==> src/rtl/riscv_pkg.sv <==
// riscv_pkg -- shared types and constants for the RISC-V instruction fetch stage.
//
// Contents:
//   fetch_state_t  : fetch FSM states (IDLE, AR, R, RESP)
//   FETCH_ARPROT   : AXI ARPROT for instruction fetches (instruction, secure, unprivileged)
//   AXI_RESP_OKAY  : AXI OKAY response code
//   select_half()  : picks the 32-bit instruction out of a 64-bit memory word
package riscv_pkg;

    typedef enum logic [1:0] {
        IDLE = 2'd0,
        AR   = 2'd1,
        R    = 2'd2,
        RESP = 2'd3
    } fetch_state_t;

    localparam logic [2:0] FETCH_ARPROT  = 3'b100;
    localparam logic [1:0] AXI_RESP_OKAY = 2'b00;

    // PC[2] chooses the instruction within the 8-byte word (little-endian).
    function automatic logic [31:0] select_half(input logic [63:0] word, input logic upper);
        return upper ? word[63:32] : word[31:0];
    endfunction

endpackage

==> src/rtl/riscv_fetch_line_buf.sv <==
// riscv_fetch_line_buf -- single-line instruction buffer holding one 64-bit
// memory word (two instructions) and its tag. Only instantiated when
// RISCV_FETCH_LINE_BUF_EN is defined.
//
// Ports:
//   clk, reset  : clock, asynchronous active-high reset (clears valid and tag)
//   lookup_tag  : tag of the address being looked up
//   hit         : valid && tag match && not being invalidated this cycle
//   hit_data    : stored 64-bit word
//   fill        : write fill_tag / fill_data and set valid
//   fill_tag    : tag to store
//   fill_data   : word to store
//   inval       : clear valid (flush or bus error); wins over fill and hit
module riscv_fetch_line_buf #(
    parameter int TAG_WIDTH  = 61,
    parameter int DATA_WIDTH = 64
) (
    input  logic                  clk,
    input  logic                  reset,
    input  logic [TAG_WIDTH-1:0]  lookup_tag,
    output logic                  hit,
    output logic [DATA_WIDTH-1:0] hit_data,
    input  logic                  fill,
    input  logic [TAG_WIDTH-1:0]  fill_tag,
    input  logic [DATA_WIDTH-1:0] fill_data,
    input  logic                  inval
);

    logic                  valid_q;
    logic [TAG_WIDTH-1:0]  tag_q;
    logic [DATA_WIDTH-1:0] data_q;

    always_ff @(posedge clk or posedge reset) begin
        if (reset) begin
            valid_q <= 1'b0;
            tag_q   <= '0;
        end else if (inval) begin
            valid_q <= 1'b0;
        end else if (fill) begin
            valid_q <= 1'b1;
            tag_q   <= fill_tag;
        end
    end

    // NOTE: the data word is never read while valid_q is 0, so it needs no
    // reset; leaving it out of the reset network keeps it a plain register bank.
    always_ff @(posedge clk) begin
        if (fill && !inval) begin
            data_q <= fill_data;
        end
    end

    // A flush coincident with the lookup must turn the hit into a miss.
    assign hit      = valid_q && (tag_q == lookup_tag) && !inval;
    assign hit_data = data_q;

endmodule

==> src/rtl/riscv_instr_fetch.sv <==
// riscv_instr_fetch -- instruction fetch stage in front of the RISC-V core.
// Takes a PC + read strobe, fetches the containing 64-bit word over an
// AXI-Lite read-only master (one transaction outstanding) and returns one
// 32-bit instruction with a single-cycle valid pulse.
//
// Build option: RISCV_FETCH_LINE_BUF_EN -- when defined, a one-line buffer
// serves both halves of the last fetched word; when undefined every aligned
// fetch goes to the bus and i_flush is ignored.
//
// Ports:
//   clk, reset           : clock, asynchronous active-high reset
//   enable               : global enable; low freezes all state
//   i_read_instr, i_pc   : fetch request strobe and address
//   i_flush              : invalidate line buffer
//   o_instr, o_instr_valid, o_fetch_err : response (pulse), error qualifier
//   o_busy               : fetch in progress, new requests not accepted
//   o_araddr/o_arprot/o_arvalid/i_arready : AXI-Lite AR channel
//   i_rdata/i_rresp/i_rvalid/o_rready     : AXI-Lite R channel
module riscv_instr_fetch
    import riscv_pkg::*;
#(
    parameter int ADDR_WIDTH  = 64,
    parameter int DATA_WIDTH  = 64,
    parameter int INSTR_WIDTH = 32
) (
    input  logic                   clk,
    input  logic                   reset,
    input  logic                   enable,
    input  logic                   i_read_instr,
    input  logic [ADDR_WIDTH-1:0]  i_pc,
    input  logic                   i_flush,
    output logic [INSTR_WIDTH-1:0] o_instr,
    output logic                   o_instr_valid,
    output logic                   o_fetch_err,
    output logic                   o_busy,
    output logic [ADDR_WIDTH-1:0]  o_araddr,
    output logic [2:0]             o_arprot,
    output logic                   o_arvalid,
    input  logic                   i_arready,
    input  logic [DATA_WIDTH-1:0]  i_rdata,
    input  logic [1:0]             i_rresp,
    input  logic                   i_rvalid,
    output logic                   o_rready
);

    localparam int TAG_WIDTH = ADDR_WIDTH - 3;

    fetch_state_t state, state_next;

    logic                   half_q;      // PC[2] of the outstanding bus fetch
    logic [INSTR_WIDTH-1:0] pend_instr;  // response staged while in RESP
    logic                   pend_err;
    logic                   valid_q;
    logic                   err_q;

    logic                  misaligned;
    logic                  r_beat;
    logic                  bus_err;
    logic                  hit;
    logic [DATA_WIDTH-1:0] hit_data;

    assign misaligned = (i_pc[1:0] != 2'b00);
    assign r_beat     = enable && (state == R) && i_rvalid;
    assign bus_err    = r_beat && (i_rresp != AXI_RESP_OKAY);

`ifdef RISCV_FETCH_LINE_BUF_EN
    logic flush_seen;  // a flush arrived while this fetch was on the bus
    logic buf_inval;
    logic buf_fill;

    assign buf_inval = (enable && i_flush) || bus_err;
    assign buf_fill  = r_beat && !bus_err && !flush_seen && !i_flush;

    always_ff @(posedge clk or posedge reset) begin
        if (reset) begin
            flush_seen <= 1'b0;
        end else if (enable) begin
            if (state == IDLE && i_read_instr) begin
                flush_seen <= 1'b0;
            end else if ((state == AR || state == R) && i_flush) begin
                flush_seen <= 1'b1;
            end
        end
    end

    riscv_fetch_line_buf #(
        .TAG_WIDTH (TAG_WIDTH),
        .DATA_WIDTH(DATA_WIDTH)
    ) u_line_buf (
        .clk       (clk),
        .reset     (reset),
        .lookup_tag(i_pc[ADDR_WIDTH-1:3]),
        .hit       (hit),
        .hit_data  (hit_data),
        .fill      (buf_fill),
        .fill_tag  (o_araddr[ADDR_WIDTH-1:3]),
        .fill_data (i_rdata),
        .inval     (buf_inval)
    );
`else
    logic unused_flush;
    assign unused_flush = i_flush;
    assign hit          = 1'b0;
    assign hit_data     = '0;
`endif

    // ---------------- FSM: state register ----------------
    always_ff @(posedge clk or posedge reset) begin
        if (reset) begin
            state <= IDLE;
        end else begin
            state <= state_next;
        end
    end

    // ---------------- FSM: next state and busy ----------------
    // NOTE: every signal driven here gets a default first, so no path through
    // the case leaves one unassigned and no latch is inferred.
    always_comb begin
        state_next = state;
        o_busy     = (state != IDLE);
        if (enable) begin
            unique case (state)
                IDLE: begin
                    if (i_read_instr) begin
                        o_busy     = 1'b1;
                        state_next = (misaligned || hit) ? RESP : AR;
                    end
                end
                AR:   if (i_arready) state_next = R;
                R:    if (i_rvalid)  state_next = RESP;
                RESP: state_next = IDLE;
                default: state_next = IDLE;
            endcase
        end
    end

    // ---------------- Datapath and bus outputs ----------------
    // NOTE: registers are written with non-blocking assignments so every
    // read in this block sees the value from before the clock edge.
    always_ff @(posedge clk or posedge reset) begin
        if (reset) begin
            o_araddr   <= '0;
            o_arvalid  <= 1'b0;
            o_rready   <= 1'b0;
            o_instr    <= '0;
            half_q     <= 1'b0;
            pend_instr <= '0;
            pend_err   <= 1'b0;
            valid_q    <= 1'b0;
            err_q      <= 1'b0;
        end else begin
            // Response flags are pulses: they drop on the next edge even
            // while disabled, so a pulse is never stretched.
            valid_q <= 1'b0;
            err_q   <= 1'b0;
            if (enable) begin
                unique case (state)
                    IDLE: begin
                        if (i_read_instr) begin
                            if (misaligned) begin
                                pend_instr <= '0;
                                pend_err   <= 1'b1;
                            end else if (hit) begin
                                pend_instr <= select_half(hit_data, i_pc[2]);
                                pend_err   <= 1'b0;
                            end else begin
                                o_araddr  <= {i_pc[ADDR_WIDTH-1:3], 3'b000};
                                o_arvalid <= 1'b1;
                                half_q    <= i_pc[2];
                            end
                        end
                    end
                    AR: begin
                        if (i_arready) begin
                            o_arvalid <= 1'b0;
                            o_rready  <= 1'b1;
                        end
                    end
                    R: begin
                        if (i_rvalid) begin
                            o_rready   <= 1'b0;
                            pend_instr <= select_half(i_rdata, half_q);
                            pend_err   <= (i_rresp != AXI_RESP_OKAY);
                        end
                    end
                    RESP: begin
                        o_instr <= pend_instr;
                        valid_q <= 1'b1;
                        err_q   <= pend_err;
                    end
                    default: ;
                endcase
            end
        end
    end

    assign o_instr_valid = valid_q && enable;
    assign o_fetch_err   = err_q && enable;
    assign o_arprot      = FETCH_ARPROT;

`ifndef SYNTHESIS
    // The core must wait for o_busy to drop before issuing another request.
    a_no_req_while_busy: assert property (@(posedge clk) disable iff (reset)
        !(enable && i_read_instr && state != IDLE));
`endif

endmodule

==> config.mk <==
export PLATFORM = sky130hd
export DESIGN_NAME = riscv_instr_fetch
export DESIGN_NICKNAME = d
export VERILOG_FILES = /design/src/rtl/riscv_pkg.sv /design/src/rtl/riscv_fetch_line_buf.sv /design/src/rtl/riscv_instr_fetch.sv
export SDC_FILE = /design/constraint.sdc
export NUM_CORES = 1
export LEC_CHECK = 0
export ABC_AREA = 1
export BUFFER_PORTS_ARGS = -buffer_cell sky130_fd_sc_hd__buf_4
export CAP_MARGIN = 20
export CORE_UTILIZATION = 40
export CTS_BUF_LIST = sky130_fd_sc_hd__clkbuf_8
export CTS_CLUSTER_DIAMETER = 150
export DETAILED_ROUTE_END_ITERATION = 6
export GPL_ROUTABILITY_DRIVEN = 0
export PLACE_DENSITY = 0.68
export SYNTH_ARGS = -nofsm -noshare
export SYNTH_HDL_FRONTEND = slang
export SYNTH_HIERARCHICAL = 1
export SYNTH_SLANG_ARGS = --single-unit
==> constraint.sdc <==
create_clock -name clk -period 9.17 [get_ports clk]
set_input_delay 0 -clock clk [delete_from_list [all_inputs] [get_ports clk]]
set_output_delay 0 -clock clk [all_outputs]
set_load 0.05 [all_outputs]
==> results.ini, run 1 <==
[run_status]
status = finished, final reports clean

[synthesis]
synth_top_cell_area_share_pct = 56.9
synth_ff_type = dfrtp_1
avgSynthCellArea_um2 = 8.04
seq_area_frac_synth_pct = 56.9
yosys.area.top_type = dfrtp_1
ys_top_cells_by_area = dfrtp_1 57%, nand2_1 19%, nand3_1 8.3%
synthArstFlopShare_pct = 100
synth-edff-count = 0
synth_common_cells = 303 x nand2_1, 133 x dfrtp_1, 97 x nand3_1, 74 x nor2_1, 37 x o21ai_0
mappedNetlistArea_mm2 = 0.00585
synth_most_common_cell = nand2_1
synth_seq_cells = 133
ys_warn_count = 6
ys_types = 17
syn_inst = 728

[finish]
drive_gt1_share_pct = 25.6
area_growth_pct = 61.5
diodes = 0
finalNetCount = 1217
fillers = 1117

[worst_setup_path]
path_buf_inv = 2
crit_chain = inv_1, nor2_1, nor2_1, dlygate4sd3_1, nand3_1, nand2_1
cpMostUsedCell = nor2_1
worstSetupPathType = register to register
cp-start-kind = register
end_kind = register
crit_fanout = 34
crit_family = buffers and inverters
crit_arrival_ps = 3350
slowest_stage = dfrtp_1
cp_slowest_stage_delay_ps = 1050
required_ps = 9490

[placed_design]
dp_hpwl_mm = 10.5
place.port_buffers = 233
place_ws_ps = 6300

[grt]
grt_pass1_vias = 5983
overflow = 0
grt_max_degree = 71
grt_pass1_wl_mm = 28.3
antenna_found_initial = 0
grt.total_usage_pct = 24.3

[clock_network]
clk_pin_slew_worst_paths_ps = 80
cts_sinks = 133
worstSkewPairLatency_ps = 440
clockRootBuffer = clkbuf_8
ctsLongestPathBuffers = 2
htree_levels = 4
cts_tree = built
numCtsBuffers = 17
postCtsSetupBuffers = 0

[timing]
timing.fmax_ghz = 0.331
setup_viol = 0
post-route-period-util_pct = 33.0
hold_violations = 0
fin_worst_skew_ps = 10.1
slew_headroom_pct = 28.6
period_minus_slack_ps = 3020
final.setup.tns_ps = 0
fin_ws_ps = 6150
rsz0062_at_grt = no
worst_pin_slew_ps = 1070
maxSlewViolCount = 0

[drt]
wl_per_cell_um = 14.3
drcViolationCount = 0
routed-wl-met2_mm = 9.29
vias_per_cell = 4.82
wl_met1_mm = 7.15
route.met3.wl_mm = 1.15
totalWireLength_mm = 18.1
drtIter0Drc = 326
first_pass_iters = 4
ant_nets = 0
num_vias = 6112
highest_layer = met4

[power]
ir_drop_v = 0.000199
power.density_mw_per_mm2 = 358
leakage_uw = 0.00527
power_uw = 3380

[floorplanning]
rows = 43
ios = 241
start_util_pct = 41.5
die_w_um = 123
core_area_mm2 = 0.0141
dieArea_mm2 = 0.0151
die_y_um = 123

[min_path]
worstHoldPathType = input pin to register

[run]
max-cap-violations = 0

-- repair_timing --
action                    4_1_cts  5_1_grt
hold buffers                  132        0
hold endpoints to repair      160        0
resized for setup               0        0
-- sequential cells by signal (all words and copies together), names as in the netlist --
| signal | count |
|---|---|
| o_rready | 1 |
| half_q | 1 |
| pend_err | 1 |
| o_arvalid | 1 |
| valid_q | 1 |
| err_q | 1 |
| state | 2 |
| o_instr | 32 |
| pend_instr | 32 |
| o_araddr | 61 |
-- cell type report --
class	count	area (um2)	share of cell area [%]
Inverter	18	72.6	0.768
Clock inverter	12	135	1.43
Timing Repair Buffer	374	3170	33.5
Multi-Input combinational cell	530	2240	23.7
Clock buffer	20	275	2.91
Sequential cell	133	3330	35.2
Tap cell	180	225	2.38
-- cells in the final DEF, fill, tap and decap left out, drive strengths merged --
master | netlist | routed
nand2 | 303 | 303
buf | 26 | 242
dfrtp | 133 | 133
dlygate4sd3 | 0 | 132
nand3 | 97 | 97
nor2 | 75 | 75
o21ai | 37 | 37
clkbuf | 25 | 20
inv | 18 | 20
ha | 6 | 6
conb | 2 | 6
clkinv | 0 | 6
a21oi | 3 | 3
bufinv | 0 | 3
nand4 | 2 | 2
nor3 | 1 | 1
clkinvlp | 0 | 1
-- layer usage --
layer	track usage [%]	vias to the layer above
met3	6.83	38
met4	10.7	0
met1	27.9	2907
li1	-	2972
met2	42.3	195
met5	0	-
-- power breakdown --
group	leakage [uW]	switching (uW)	internal, uW
Sequential	0.00174	158	839
Combinational	0.00331	1290	588
Clock	0.000220	220	286
Total	0.00527	1670	1710
-- worst reg2reg max path, cell delays in order (launching register included) --
cell and delay [ps]:
dfrtp_1 1050, inv_1 780, nor2_1 300, nor2_1 70, dlygate4sd3_1 560, nand3_1 80, nand2_1 60
-- worst paths after layout --
check	startpoint	end	slack, ps	cells after the start
setup / recovery	half_q	pend_instr[9]	6150	6
min in group asynchronous	reset	o_araddr[38]	180	3
max in group asynchronous	reset	o_instr[22]	7670	4
hold reg to reg	pend_instr[13]	o_instr[13]	470	2
hold / removal	i_rdata[29]	pend_instr[29]	10	5
setup reg to reg	half_q	pend_instr[9]	6150	6
-- cell families (layout without fill, tap and decap cells) --
family                     after synthesis  in the layout  share of synthesized area, %
adders and majority gates                6              6                          1.28
DFF                                    133            133                          56.9
other                                    2              6                         0.128
buffers and inverters                   69            424                          5.22
AOI/OAI and AO/OA                       40             40                          3.42
and+or+nand+nor                        478            478                          33.1
-- through the flow --
step                utilization, %  instance area (um2)  hold slack (ps)  cells
floorplan                        -                 5870              145    732
detailed placement            54.6                 7690              107   1102
global placement              54.4                 7670              109   1101
global route                  67.0                 9450             83.7   1267
finish                        67.0                 9450             13.6   1267
CTS                           66.8                 9420             2.48   1266
Note: power is estimated with default switching activity, not from simulation.
==> run 2: changes to the inputs <==
--- a/config.mk
+++ b/config.mk
@@ -13,7 +13,7 @@
 export CTS_CLUSTER_DIAMETER = 150
 export DETAILED_ROUTE_END_ITERATION = 6
 export GPL_ROUTABILITY_DRIVEN = 0
-export PLACE_DENSITY = 0.68
+export PLACE_DENSITY = 0.71
 export SYNTH_ARGS = -nofsm -noshare
 export SYNTH_HDL_FRONTEND = slang
 export SYNTH_HIERARCHICAL = 1
==> constraint.sdc (replaced) <==
create_clock -name clk -period 2.5 [get_ports clk]
set_input_delay 0 -clock clk [delete_from_list [all_inputs] [get_ports clk]]
set_output_delay 0 -clock clk [all_outputs]
set_load 0.05 [all_outputs]
==> results.ini, run 2 (same netlist as run 1, synthesis figures left out) <==
[run_status]
status = finished, final reports clean

[floorplanning]
rows = 43  ; unchanged
die_y_um = 123  ; unchanged
start_util_pct = 41.5  ; unchanged
dieArea_mm2 = 0.0151  ; unchanged
die_w_um = 123  ; unchanged
ios = 241  ; unchanged
core_area_mm2 = 0.0141  ; unchanged

[power]
combPwrFrac_pct = 55.5  ; about the same
netSwitchingPower_uw = 6150  ; +270%
ir_drop_v = 0.000880  ; +340%
power.density_mw_per_mm2 = 1320  ; +270%
seqPwrFrac_pct = 28.4  ; -1.1 points
leakage_uw = 0.00532  ; +0.98%
p_clk_share_pct = 16.1  ; +1.2 points
p_int_uw = 6490  ; +280%
p_sw_share_pct = 48.6  ; -0.74 points

[drt]
drtIter0Drc = 381  ; +17%
first_pass_iters = 5  ; +1
num_vias = 6188  ; +1.2%
totalWireLength_mm = 18.0  ; -0.62%
drcViolationCount = 0  ; unchanged
vias_per_cell = 4.84  ; +0.29%
wl_per_cell_um = 14.1  ; -1.5%
ant_nets = 0  ; unchanged

[placed_design]
dp_hpwl_mm = 10.4  ; -0.94%
place_ws_ps = 441  ; -5860 ps
place.port_buffers = 233  ; unchanged
placed_cells = 1106  ; +0.36%

[finish]
reg_top3 = o_araddr: 61 flops, o_instr: 32 flops, pend_instr: 32 flops
largest_reg_flops = 61  ; unchanged
finalNonFillerCells = 1279  ; +0.95%
layout_common_cells = 302 x nand2_1, 246 x buf_4, 136 x dlygate4sd3_1, 133 x dfrtp_1, 97 x nand3_1
area_growth_pct = 64.2
drive_gt1_share_pct = 26.2  ; +0.65 points
regMostFlops = o_araddr
finalNetCount = 1228  ; +0.90%
final_common_cell = nand2_1

[worst_setup_path]
r2r_start = state[1]
crit_fanout = 6  ; -82%
end_kind = register
crit_family = buffers and inverters
r2r-end = o_arvalid
slowest_stage = dlygate4sd3_1
rr_worst_depth = 8  ; +2
worstSetupPathType = register to register
cp-start-kind = register
required_ps = 2870  ; -6620 ps
crit_arrival_ps = 2670  ; -680 ps
path_buf_inv = 3  ; +1
crit_chain = inv_1, ha_2, o21ai_0, dlygate4sd3_1, nand3_1, nand2_1, nand2_1, dlygate4sd3_1
r2r_setup_slack_ps = 210  ; -5940 ps
cp_slowest_stage_delay_ps = 580  ; -470 ps

[run]
max-cap-violations = 0  ; unchanged

[timing]
final.setup.tns_ps = 0  ; unchanged
hold_violations = 0  ; unchanged
period_minus_slack_ps = 2290  ; -732 ps
rsz0062_at_grt = no
worst_pin_slew_ps = 1010  ; -57.2 ps
timing.fmax_ghz = 0.436  ; +32%
fin_worst_skew_ps = 9.08  ; -1.03 ps
slew_headroom_pct = 32.3  ; +3.7 points
setup_viol = 0  ; unchanged
post-route-period-util_pct = 91.7  ; +59 points
fin_ws_ps = 207  ; -5940 ps
maxSlewViolCount = 0  ; unchanged

[min_path]
holdPathEnd = state[0]
worstHoldPathType = input pin to register
min_from = enable
hold_depth = 4  ; -1

[clock_network]
cts_tree = built
ctsLongestPathBuffers = 2  ; unchanged
clk_pin_slew_worst_paths_ps = 70  ; about the same
numCtsBuffers = 17  ; unchanged
htree_levels = 4  ; unchanged
worstSkewPairLatency_ps = 440  ; about the same
clockRootBuffer = clkbuf_8
cts_sinks = 133  ; unchanged

[grt]
grt.total_usage_pct = 24.2  ; -0.13 points
grt_pass1_vias = 5994  ; +0.18%
grt_max_degree = 134  ; +89%
grt_pass1_wl_mm = 28.1  ; -0.76%
antenna_found_initial = 0  ; unchanged
overflow = 0  ; unchanged

[run 2: changes by cell type in the layout (fill, tap and decap cells not counted), moves of 2 or more]
cell	previous run	this run
buf_4	240	246
clkinv_2	6	1
clkinvlp_4	1	5
dlygate4sd3_1	132	136
clkinv_4	0	2
inv_1	18	16
[run 2: stage by stage]
| stage | cell area, um2 | power [uW] | hold slack (ps) | util (%) |
|---|---|---|---|---|
| 4_1_cts | 9560 | 12600 | 41.2 | 67.8 |
| 3_3_place_gp | 7730 | 10000 | 229 | 54.9 |
| 6_report | 9610 | 12600 | 71.2 | 68.2 |
| 5_1_grt | 9610 | 13400 | 71.0 | 68.2 |
| 3_5_place_dp | 7730 | 10100 | 233 | 54.9 |
| 2_1_floorplan | 5870 | 8010 | 145 | - |
[run 2: worst reg2reg max path: stages, from the launching register on]
cell and delay (ps):
dfrtp_1 400, inv_1 140, ha_2 270, o21ai_0 140, dlygate4sd3_1 580, nand3_1 80
nand2_1 50, nand2_1 40, dlygate4sd3_1 530
[run 2: how the worst max path moves through the flow]
stage	from	depth (start not counted)	slack (ps)	endpoint
2_1_floorplan	state[0]	10	820	pend_instr[0]
3_3_place_gp	state[0]	7	520	o_araddr[39]
3_5_place_dp	state[0]	7	440	o_araddr[38]
4_1_cts	state[0]	8	120	o_arvalid
5_1_grt	state[1]	8	40	o_arvalid
6_report	state[1]	8	210	o_arvalid
[run 2: power groups by stage]
stage	sequential, uW	clock [uW]	combinational [uW]
after detailed placement	3600	0	6510
after floorplan	6280	0	1730
after global routing	3700	2170	7500
after CTS	3570	2080	6940
after global placement	3580	0	6450
final	3590	2040	7020
[run 2: metal layers]
layer	wire length [um]	up-vias	track usage, %
met4	574	0	11.6
met3	1160	50	6.13
li1	-	2997	-
met1	7150	2915	28.7
met2	9150	226	40.9
met5	0	-	0
[run 2: what timing repair did]
action                                 in CTS  in global routing
gates resized for setup                     0                  1
hold buffers                              136                  0
buffers inserted                            0                  3
endpoints found under the hold margin     230                  0
setup endpoints to repair                   0                  1
[run 2: area by class of cell]
class                   count  area [um2]
flip-flops and latches    133        3330
multi-input cells         530        2250
diodes                      1        2.50
fillers                  1102        4490
clock buffers              21         289
clock inverters            11         173
repair buffers            385        3280
well taps                 180         225
inverters                  18        71.3
==> run 3: changes to the inputs <==
--- a/config.mk
+++ b/config.mk
@@ -5,15 +5,15 @@
 export SDC_FILE = /design/constraint.sdc
 export NUM_CORES = 1
 export LEC_CHECK = 0
-export ABC_AREA = 1
 export BUFFER_PORTS_ARGS = -buffer_cell sky130_fd_sc_hd__buf_4
 export CAP_MARGIN = 20
+export CORE_MARGIN = 2
 export CORE_UTILIZATION = 40
 export CTS_BUF_LIST = sky130_fd_sc_hd__clkbuf_8
 export CTS_CLUSTER_DIAMETER = 150
 export DETAILED_ROUTE_END_ITERATION = 6
 export GPL_ROUTABILITY_DRIVEN = 0
-export PLACE_DENSITY = 0.71
+export PLACE_DENSITY_LB_ADDON = 0.3
 export SYNTH_ARGS = -nofsm -noshare
 export SYNTH_HDL_FRONTEND = slang
 export SYNTH_HIERARCHICAL = 1
==> results.ini, run 3 <==
[power]
power_uw = 11000  ; -13%
seqPwrFrac_pct = 32.8  ; +4.4 points
netSwitchingPower_uw = 4860  ; -21%
p_int_uw = 6130  ; -5.6%
leakage_uw = 0.00472  ; -11%
combPwrFrac_pct = 53.0  ; -2.5 points
p_clk_share_pct = 14.2  ; -1.9 points
ir_drop_v = 0.000443  ; -50%
power.density_mw_per_mm2 = 1180  ; -10%
p_sw_share_pct = 44.2  ; -4.4 points

[synthesis]
synth_top_cell_area_share_pct = 57.5  ; +0.58 points
synthSimpleGateAreaFrac_pct = 5.59  ; -27 points
synth_seq_cells = 133  ; unchanged
yosys.area.top_type = dfrtp_1
seq_area_frac_synth_pct = 57.5  ; +0.58 points
synth_top_family_by_area = multiplexers
synth_xor_area_share_pct = 0  ; unchanged
mappedNetlistArea_mm2 = 0.00579  ; -1.0%
synth-edff-count = 0  ; unchanged
synthArstFlopShare_pct = 100  ; unchanged
yosys.area_share.adder_pct = 1.30  ; +0.013 points
synth_common_cells = 133 x dfrtp_1, 68 x mux2_2, 60 x mux2_1, 34 x mux2i_1, 32 x nor2b_1
avgSynthCellArea_um2 = 14.8  ; +84%
synth-compound-area-share_pct = 0.907  ; -2.5 points
ys_top_cells_by_area = dfrtp_1 57%, mux2_2 13%, mux2_1 12%
ys_types = 26  ; +9
syn_inst = 392  ; -46%
synth_ff_type = dfrtp_1
synth_most_common_cell = dfrtp_1
synthMuxAreaShare_pct = 30.8  ; +31 points
ys_warn_count = 6  ; unchanged

[placed_design]
dp_hpwl_mm = 9.65  ; -6.8%
placed_cells = 789  ; -29%
place.port_buffers = 233  ; unchanged

[timing]
final.setup.tns_ps = 0  ; unchanged
period_minus_slack_ps = 2340  ; +42.0 ps
fin_worst_skew_ps = 9.32  ; +0.240 ps
hold_violations = 0  ; unchanged
maxSlewViolCount = 0  ; unchanged
worst_pin_slew_ps = 989  ; -24.3 ps
whs_ps = 27.3  ; -43.9 ps
rsz0062_at_grt = no
post-route-period-util_pct = 93.4  ; +1.7 points
timing.fmax_ghz = 0.428  ; -1.8%
setup_viol = 0  ; unchanged
slew_headroom_pct = 34.0  ; +1.7 points

[drt]
highest_layer = met4
vias_per_cell = 4.70  ; -3.0%
num_vias = 4451  ; -28%
ant_nets = 0  ; unchanged
drcViolationCount = 0  ; unchanged
route.met3.wl_mm = 1.10  ; -4.9%
wl_per_cell_um = 16.4  ; +16%
drtIter0Drc = 151  ; -60%
wl_met1_mm = 6.41  ; -10%
first_pass_iters = 4  ; -1
totalWireLength_mm = 15.5  ; -14%
routed-wl-met2_mm = 7.73  ; -16%

[worst_setup_path]
cp-start-kind = register
rr_worst_depth = 4  ; -4
r2r-end = pend_instr[12]
r2r_setup_slack_ps = 160  ; -40 ps
end_kind = register
crit_arrival_ps = 2650  ; -20 ps
crit_fanout = 33  ; +27
worstSetupPathType = register to register
r2r_start = half_q
required_ps = 2820  ; -50 ps

[finish]
finalNonFillerCells = 948  ; -26%
largest_reg_flops = 61  ; unchanged
reg_top3 = o_araddr: 61 flops, o_instr: 32 flops, pend_instr: 32 flops
final_common_cell = buf_4
finalNetCount = 901  ; -27%
fillers = 975  ; -12%
area_growth_pct = 61.1
post-route-util_pct = 66.7  ; -1.4 points
diodes = 0  ; -1
layout_common_cells = 235 x buf_4, 132 x dfrtp_1, 130 x dlygate4sd3_1, 68 x mux2_2, 60 x mux2_1
drive_gt1_share_pct = 43.9  ; +18 points
regMostFlops = o_araddr

[clock_network]
ctsLongestPathBuffers = 2  ; unchanged
worstSkewPairLatency_ps = 430  ; about the same
htree_levels = 4  ; unchanged
cts_tree = built
numCtsBuffers = 17  ; unchanged
clk_pin_slew_worst_paths_ps = 70  ; about the same
clockRootBuffer = clkbuf_8
cts_sinks = 133  ; unchanged

[floorplanning]
ios = 241  ; unchanged
start_util_pct = 41.4  ; -0.10 points
die_w_um = 124  ; +1.1%
dieArea_mm2 = 0.0155  ; +2.3%
die_y_um = 124  ; +1.1%
core_area_mm2 = 0.0140  ; -0.76%
rows = 43  ; unchanged

[min_path]
hold_depth = 4  ; unchanged
min_from = i_rdata[22]
holdPathEnd = pend_instr[22]
worstHoldPathType = input pin to register

[grt]
grt_pass1_vias = 4917  ; -18%
antenna_found_initial = 0  ; unchanged
overflow = 0  ; unchanged
grt_max_degree = 63  ; -53%
grt.total_usage_pct = 20.4  ; -3.9 points
grt_pass1_wl_mm = 25.2  ; -10%

[run_status]
status = finished, final reports clean

[run]
max-cap-violations = 0  ; unchanged

==> run 3: repair_timing <==
| item | in CTS | in global routing |
|---|---|---|
| endpoints found under the hold margin | 128 | 0 |
| resized for setup | 0 | 0 |
| setup buffers | 0 | 0 |
| hold buffers | 130 | 0 |
==> run 3: power groups by stage <==
stage,registers [uW],logic [uW],clock network [uW]
3_5_place_dp,3630,5470,0
6_report,3600,5830,1560
3_3_place_gp,3570,5380,0
2_1_floorplan,5640,1720,0
5_1_grt,3710,6100,1720
4_1_cts,3590,5820,1610
==> run 3: cells by family (layout without fill, tap and decap cells) <==
kind of cell,Yosys count,in the layout
AOI/OAI and AO/OA,7,7
and+or+nand+nor,49,49
muxes,162,162
other,2,6
buffers and inverters,33,405
DFF,133,133
adders and majority gates,6,6
==> run 3: layout make-up <==
type,instances,area (um2),share of cell area [%]
clock inverters,10,71.3,0.764
flip-flops and latches,133,3330,35.7
well taps,180,225,2.41
multi-input cells,230,2260,24.2
repair buffers,370,3170,33.9
clock buffers,19,262,2.80
inverters,6,26.3,0.281
==> run 3: through the flow <==
step	worst slack, ps	area, um2
6_report	165	9340
2_1_floorplan	527	5810
3_5_place_dp	344	7700
3_3_place_gp	410	7700
5_1_grt	58.5	9340
4_1_cts	171	9340
==> run 3: worst max-delay path by stage <==
stage | startpoint | end | slack, ps | depth (start not counted)
final | half_q | pend_instr[12] | 160 | 4
after global routing | state[0] | o_arvalid | 60 | 6
after CTS | half_q | pend_instr[30] | 170 | 4
after detailed placement | state[0] | o_araddr[60] | 340 | 6
after global placement | state[0] | o_araddr[23] | 410 | 6
after floorplan | state[0] | pend_instr[0] | 530 | 6
==> run 3: critical path, stage by stage (launching register included) <==
cell	delay, ps
dfrtp_2	1020
mux2i_1	290
dlygate4sd3_1	590
nor2b_1	50
mux2_2	260
==> run 3: routing by layer <==
| layer | track usage (%) | vias up |
|---|---|---|
| li1 | - | 2077 |
| met1 | 24.4 | 2173 |
| met2 | 34.4 | 181 |
| met3 | 6.44 | 20 |
| met4 | 7.40 | 0 |
| met5 | 0 | - |
